**src/rtl/rgmii_tx_fmt.sv**
```systemverilog
// rgmii_tx_fmt: RGMII transmit formatter producing per-cycle DDR clock, data and control
// halves for 10/100/1000M, with speed changes applied only at clock-period boundaries.
module rgmii_tx_fmt #(
    parameter int DIV_10M = 50,
    parameter int DIV_100M = 5,
    localparam int CW = $clog2(DIV_10M > DIV_100M ? DIV_10M : DIV_100M)
) (
    input  logic       clk,
    input  logic       rst,
    input  logic [1:0] speed,
    input  logic [7:0] mac_gmii_txd,
    input  logic       mac_gmii_tx_en,
    input  logic       mac_gmii_tx_er,
    output logic       mac_gmii_tx_clk_en,
    output logic       tx_clk_1,
    output logic       tx_clk_2,
    output logic [3:0] txd_1,
    output logic [3:0] txd_2,
    output logic       tx_ctl_1,
    output logic       tx_ctl_2,
    output logic [1:0] active_speed,
    output logic       period_start
);
    localparam logic [CW:0] D10 = (CW+1)'(DIV_10M);
    localparam logic [CW:0] D100 = (CW+1)'(DIV_100M);
    logic [1:0] spd_n;
    logic [CW-1:0] ph, ph_n;
    logic [CW:0] d_cur, d_nxt, ph_x, ph_nx;
    logic [9:0] dat, sel;
    logic bnd, gig, cap, clk1_n, clk2_n;
    // Outputs are registered from the next-state values so pattern, phase and speed move together.
    always_comb begin
        d_cur = active_speed[0] ? D100 : D10;
        ph_x = {1'b0, ph};
        bnd = active_speed[1] || ph_x == d_cur - 1'b1;
        spd_n = bnd ? {speed[1], speed[0] & ~speed[1]} : active_speed;
        ph_n = bnd ? '0 : ph + 1'b1;
        ph_nx = {1'b0, ph_n};
        d_nxt = spd_n[0] ? D100 : D10;
        gig = spd_n[1];
        cap = gig || (!active_speed[1] && ph_x == (d_cur >> 1) - 1'b1);
        sel = cap ? {mac_gmii_txd, mac_gmii_tx_en, mac_gmii_tx_er} : dat;
        clk1_n = gig || {ph_n, 1'b0} < d_nxt;
        clk2_n = !gig && {ph_n, 1'b1} < d_nxt;
    end
    always_ff @(posedge clk or posedge rst) begin
        if (rst) begin
            active_speed <= 2'b10;
            ph <= '0;
            dat <= '0;
            tx_clk_1 <= 1'b1;
            tx_clk_2 <= 1'b0;
            txd_1 <= '0;
            txd_2 <= '0;
            tx_ctl_1 <= 1'b0;
            tx_ctl_2 <= 1'b0;
            mac_gmii_tx_clk_en <= 1'b0;
            period_start <= 1'b0;
        end else begin
            active_speed <= spd_n;
            ph <= ph_n;
            dat <= sel;
            tx_clk_1 <= clk1_n;
            tx_clk_2 <= clk2_n;
            txd_1 <= sel[5:2];
            txd_2 <= gig ? sel[9:6] : sel[5:2];
            tx_ctl_1 <= clk1_n ? sel[1] : sel[1] ^ sel[0];
            tx_ctl_2 <= clk2_n ? sel[1] : sel[1] ^ sel[0];
            mac_gmii_tx_clk_en <= gig || ph_nx == (d_nxt >> 1) - 1'b1;
            period_start <= ph_n == '0;
        end
    end
endmodule
```
**config.mk**
```make
export PLATFORM = sky130hd
export DESIGN_NAME = rgmii_tx_fmt
export DESIGN_NICKNAME = d
export VERILOG_FILES = /design/src/rtl/rgmii_tx_fmt.sv
export SDC_FILE = /design/constraint.sdc
export NUM_CORES = 1
export LEC_CHECK = 0
export BUFFER_PORTS_ARGS = -buffer_cell sky130_fd_sc_hd__buf_2
export CAP_MARGIN = 5
export CORE_MARGIN = 2
export CORE_UTILIZATION = 40
export DETAILED_ROUTE_END_ITERATION = 8
export PLACE_DENSITY = 0.68
export RECOVER_POWER = 100
export REMOVE_ABC_BUFFERS = 1
export SLEW_MARGIN = 20
export SYNTH_ARGS = -nofsm -noshare
export SYNTH_HDL_FRONTEND = slang
export SYNTH_SLANG_ARGS = --single-unit
```
**constraint.sdc**
```tcl
create_clock -name clk -period 2.7 [get_ports clk]
set_input_delay 0.135 -clock clk [delete_from_list [all_inputs] [get_ports clk]]
set_output_delay 0.135 -clock clk [all_outputs]
set_load 0.005 [all_outputs]
```
**Word-level counts from Yosys, hierarchy flattened**

Cells that the tools add are included.

- Bits in registers: 32
- Output and inout port bits: 16
- Word-level logic and storage cells: 40
- Input bits: 14

- Multiplexer cells: 8
- Order comparisons: 2
- Eq/ne operators: 3
- Bitwise operators: 3
- Reductions and logical operators: 9
- Add/subtract/negate cells: 4

Operators with widths:

| cell | number |
|---|---|
| $eq 6x7->1 | 3 |
| $mux 6 | 3 |
| $lt 7x6->1 | 2 |
| $sub 5x1->6 const B | 2 |
| $mux 10 | 1 |
| $sub 6x1->7 const B | 1 |
| $add 6x1->6 const B | 1 |
| $logic_not 6->1 | 1 |
| $logic_or 1x1->1 | 4 |
| $mux 4 | 1 |
| $logic_and 1x1->1 | 2 |
| $logic_not 1->1 | 2 |
| $mux 1 | 2 |
| $mux 2 | 1 |
| $and 1x1->1 | 1 |
| $not 1->1 | 1 |
| $xor 1x1->1 | 1 |

**Longest topological paths before layout**

- Depth after elaboration: 9
- Gate-level depth with buffers: 15
- Gate-level depth less buffers: 13

**Least setup slack after synthesis**

Ideal clock, no wire load.

- Path kind: flip-flop to flip-flop
- From: register ph[2]
- To: register tx_ctl_1
- Clock period less this slack: 2.936 ns
- Arrival time: 2.813 ns
- Slack: -0.236 ns
- Setup time: 0.123 ns
- Data required time: 2.577 ns
- Cell stages (with the launch flop): 16
- Buffers on the path: 2
- Path through: dfrtp_1 buf_6 nor4b_2 and3_4 a311o_1 buf_2 nor2_1 a21o_1 inv_1 ha_1 nand4_1 a2111oi_0 o22ai_1 nand3_1 nand3_1 xnor2_1

- Cells in the longest elaborated chain, start to end: 7
- Elaborated cells on any way between the ends: 14
- Classes of those cells: add/sub: 1; order compare: 1; eq/ne: 2; mux: 5; bitwise: 1; reduce/logical: 4

RTL lines:

| what | line | RTL |
|---|---|---|
| from (decl) | 27 | `logic [CW-1:0] ph, ph_n;` |
| from (signal assigned) | 61 | `ph <= ph_n;` |
| $eq 6x7->1 | 35 | `bnd = active_speed[1] \|\| ph_x == d_cur - 1'b1;` |
| $logic_or 1x1->1 | 35 |  |
| $mux 2 | 36 | `spd_n = bnd ? {speed[1], speed[0] & ~speed[1]} : active_speed;` |
| $mux 6 | 39 | `d_nxt = spd_n[0] ? D100 : D10;` |
| named net d_nxt[0] | 28 | `logic [CW:0] d_cur, d_nxt, ph_x, ph_nx;` |
| $lt 7x6->1 | 43 | `clk1_n = gig \|\| {ph_n, 1'b0} < d_nxt;` |
| $logic_or 1x1->1 | 43 |  |
| $mux 1 | 67 | `tx_ctl_1 <= clk1_n ? sel[1] : sel[1] ^ sel[0];` |
| to (signal assigned) | 67 |  |
| to (decl) | 19 | `output logic tx_ctl_1,` |

The timed path passes the listed nets, and every way through them passes these cells.

**Worst setup path after layout**

- From: register ph[1]
- To: register tx_ctl_1

Same word-level chain as after synthesis.

==> metrics.md <==
| Metric | Value |
|---|---|
| Final Cycle Share | `109%` |
| Async set or reset register ratio after synthesis | `between 90% and 100%` |
| Area share of fa/ha/maj cells after synthesis | `around 5.0%` |
| Initial core utilization | `41.4%` |
| Total global routing overflow | `0` |
| Initial antenna violation count | `0` |
| P&R area growth vs syn | `39.2%` |
| Combinational share of power | `about a tenth` |
| CTS H-Tree Depth | `1` |
| Post-route ant nets | `0` |
| Int Pwr | `606 µW` |
| Maxcap violations | `0` |
| Relative slew slack | `a little over two fifths` |
| CTS tree | `done` |
| N_diodes | `0` |
| Endpoint class of the critical path | `register` |
| Fin area | `roughly 2100 µm²` |
| Fin crit period | `2.94 ns` |
| Sw frac | `between 20% and 30%` |
| First-pass GRT wire length | `5.98 mm` |
| Num CTS Buffers | `3` |
| Vias | `between 1k and 1.5k` |
| Critical setup path kind | `register to register` |
| Lkg Pwr | `between 0.0009 and 0.001 µW` |
| Yosys warnings | `0` |
| Outcome | `complete, but fails checks` |
| Max Root-Sink Buffers | `2` |
| Ys flop type | `dfrtp_1` |
| Final Net Count | `220` |
| Failing checks | `setup timing` |
| Psw | `158 µW` |
| Commonest non-fill, non-tap cell in the layout | `buf_4` |
| Largest family of logic cells by synthesized area | `simple AND/OR/NAND/NOR gates` |
| Iteration-0 DRC Markers | `between 70 and 80` |
| Synth Register Bits | `24` |
| Setup slack after layout | `-0.244 ns` |
| Mux share of post-synthesis cell area | `8.73%` |
| DRC violations left | `0` |
| Die area | `4270 µm²` |
| Worst Setup SP | `ph[1]` |
| Flop pwr share | `between 40% and 50%` |
| Hold/Removal Path Class | `input pin to asynchronous set/reset pin` |
| Placed cell area | `1820 µm²` |
| Num Clock Sinks | `24` |
| TritonRoute pass-1 iters | `5` |
| Post-Synth Simple-Gate Area | `between 20% and 30%` |
| Largest net degree at the start of global routing | `25` |
| Netlist cell types | `48` |
| Startpoint Class | `register` |
| Core area | `about 3600 µm²` |
| Syn Area/Cell | `approximately 11 µm²` |
| Crit Path Max Fanout | `4` |
| # IOs | `30` |
| Port bufs | `29` |
| Max-slew violations | `0` |
| Critical Path AT | `3.14 ns` |
| Mapped cell area | `roughly 1500 µm²` |
| Slew of the pin with the lowest slew margin | `just under 0.9 ns` |
| Vias per Instance | `approximately 5.3` |
| Root buf cell | `clkbuf_8` |
| Most frequent cells in the layout | `buf_4, buf_2, dfrtp_1` |
| Share of power burned in the clock network | `between 40% and 50%` |
| # fillers | `between 300 and 400` |
| Vias in the first global route | `~1.3k` |
| Die width | `65.3 µm` |
| Final setup fails | `3` |
| Sequential area share after synthesis | `40.1%` |
| Worst r2r src | `ph[1]` |
| Post-Place Setup Slack | `-0.418 ns` |
| Ratio of cells with drive above 1 in the final layout | `~50%` |
| Hold-fix buffers, CTS | `0` |
| F_max | `approximately 0.34 GHz` |
| Clk Latency, worst-skew pair | `approximately 0.27 ns` |
| Compound-gate portion of the synthesized area | `14.1%` |
| Num rows | `22` |
| Xor/xnor cell area share of the yosys netlist | `between 3 and 4%` |
| RSZ-0062 raised after global routing | `true` |
| Final hold vios | `0` |
| Post-DP HPWL | `between 2 and 3 mm` |
| GRT Util Overall | `between 10% and 20%` |
| WL final | `3.92 mm` |
| Reg2Reg Depth | `12` |
| Die height | `65.3 µm` |
| Peak supply drop | `0.198 mV` |
| Gpl congestion | `0.903` |
| Clock-pin slew on the worst setup and hold paths | `approximately 0.09 ns` |
| Syn Inst Count | `141` |
| Worst path required time | `a little under 3 ns` |
| Power Dens Cells | `about 360 nW/µm²` |
| EDFF count, synth | `0` |
| Util after Layout | `57.6%` |
| Wire per inst | `15.9 µm` |
| Final Skew | `around 0.0074 ns` |
[synthesized netlist by cell type, types with 2 or more instances]
| cell type | instances | share of area [%] |
|---|---|---|
| o21ai_0 | 7 | 2.3 |
| nand2_1 | 10 | 2.5 |
| dfrtp_1 | 22 | 37 |
| nand3b_1 | 2 | 1.0 |
| nor2_1 | 10 | 2.5 |
| o22a_1 | 2 | 1.2 |
| and2_1 | 4 | 1.7 |
| mux2i_1 | 6 | 4.0 |
| buf_4 | 7 | 3.5 |
| nand4_1 | 2 | 0.83 |
| nor2b_1 | 2 | 0.83 |
| mux2_2 | 5 | 3.7 |
| ha_1 | 6 | 5.0 |
| nand3_1 | 8 | 2.7 |
| clkbuf_1 | 2 | 0.50 |
| xor2_1 | 3 | 1.7 |
| dfstp_2 | 2 | 3.5 |
| xnor2_1 | 3 | 1.7 |
| nor3_1 | 2 | 0.67 |
| inv_1 | 4 | 1.0 |
| buf_2 | 2 | 0.67 |
| o21a_1 | 2 | 1.0 |
| a21oi_1 | 3 | 1.0 |
[final timing paths]
check | end | slack (ns)
max | tx_ctl_1 | -0.24
min | txd_2[1] | 0.03
max reg2reg | tx_ctl_1 | -0.24
min reg2reg | txd_1[1] | 0.54
max in group asynchronous | ph[0] | 2.07
min in group clk | txd_2[2] | 0.06
[critical path, stage by stage, from the launching register on]
cell       delay, ns
dfrtp_1         0.43
nor4b_4         0.31
and3_4          0.23
a311o_1         0.17
nor2_1          0.06
a21o_2          0.25
ha_4            0.29
nand4_1         0.19
a2111oi_4       0.39
o22ai_2         0.18
nand3_2         0.12
nand3_2         0.08
xnor2_1         0.17
[repair_timing]
action,CTS,global route
cloned,0,0
hold endpoints to repair,0,0
buffers inserted,7,4
resized for setup,13,11
pin swaps,11,15
endpoints found under the setup margin,3,4
[per-stage QoR]
step	std cells	power (µW)	TNS, ns	hold slack, ns
floorplan	129	420	-0.537	0.148
global placement	232	449	-0.258	0.339
detailed placement	232	451	-0.853	0.342
CTS	243	760	-0.290	0.0652
global route	247	791	-0.897	0.0754
finish	247	764	-0.448	0.0336
[flip-flops by register name (all words and copies together) (netlist names)]
register,count
tx_clk_2,1
tx_ctl_1,1
active_speed,2
tx_ctl_2,1
txd_1,3
txd_2,4
mac_gmii_tx_clk_en,1
period_start,1
tx_clk_1,1
dat,3
ph,6
[layer usage]
metal / vias to the layer above / routed length (µm) / GRT usage [%]
met5: - / 0 / 0
li1: 622 / - / -
met2: 47 / 2000 / 31.5
met4: 0 / 144 / 9.64
met3: 12 / 225 / 2.91
met1: 620 / 1550 / 22.5
[cells by family after synthesis]
| kind of cell | count (synthesis) |
|---|---|
| AND/OR/NAND/NOR | 51 |
| AO/OA/AOI/OAI | 26 |
| flip-flops | 24 |
| buffers and inverters | 16 |
| multiplexers | 12 |
| XOR/XNOR | 6 |
| adder cells (fa/ha/maj) | 6 |
[power groups by stage]
stage,combinational [µW],sequential (µW),clock (µW)
after floorplan,36.9,383,0
after global placement,67.5,381,0
after detailed placement,69.2,382,0
after CTS,73.6,375,312
after global routing,84.5,376,330
final,75.6,375,313
[final cells by class]
type	instances	area, µm²	share of cell area (%)
Clock buffer	3	41.3	1.97
Inverter	4	15.0	0.717
Timing Repair Buffer	66	417	19.9
Clock inverter	1	30.0	1.43
Sequential cell	24	604	28.9
Multi-Input combinational cell	101	927	44.3
Tap cell	48	60.1	2.87
No activity file was read; power rests on OpenSTA's default activity.
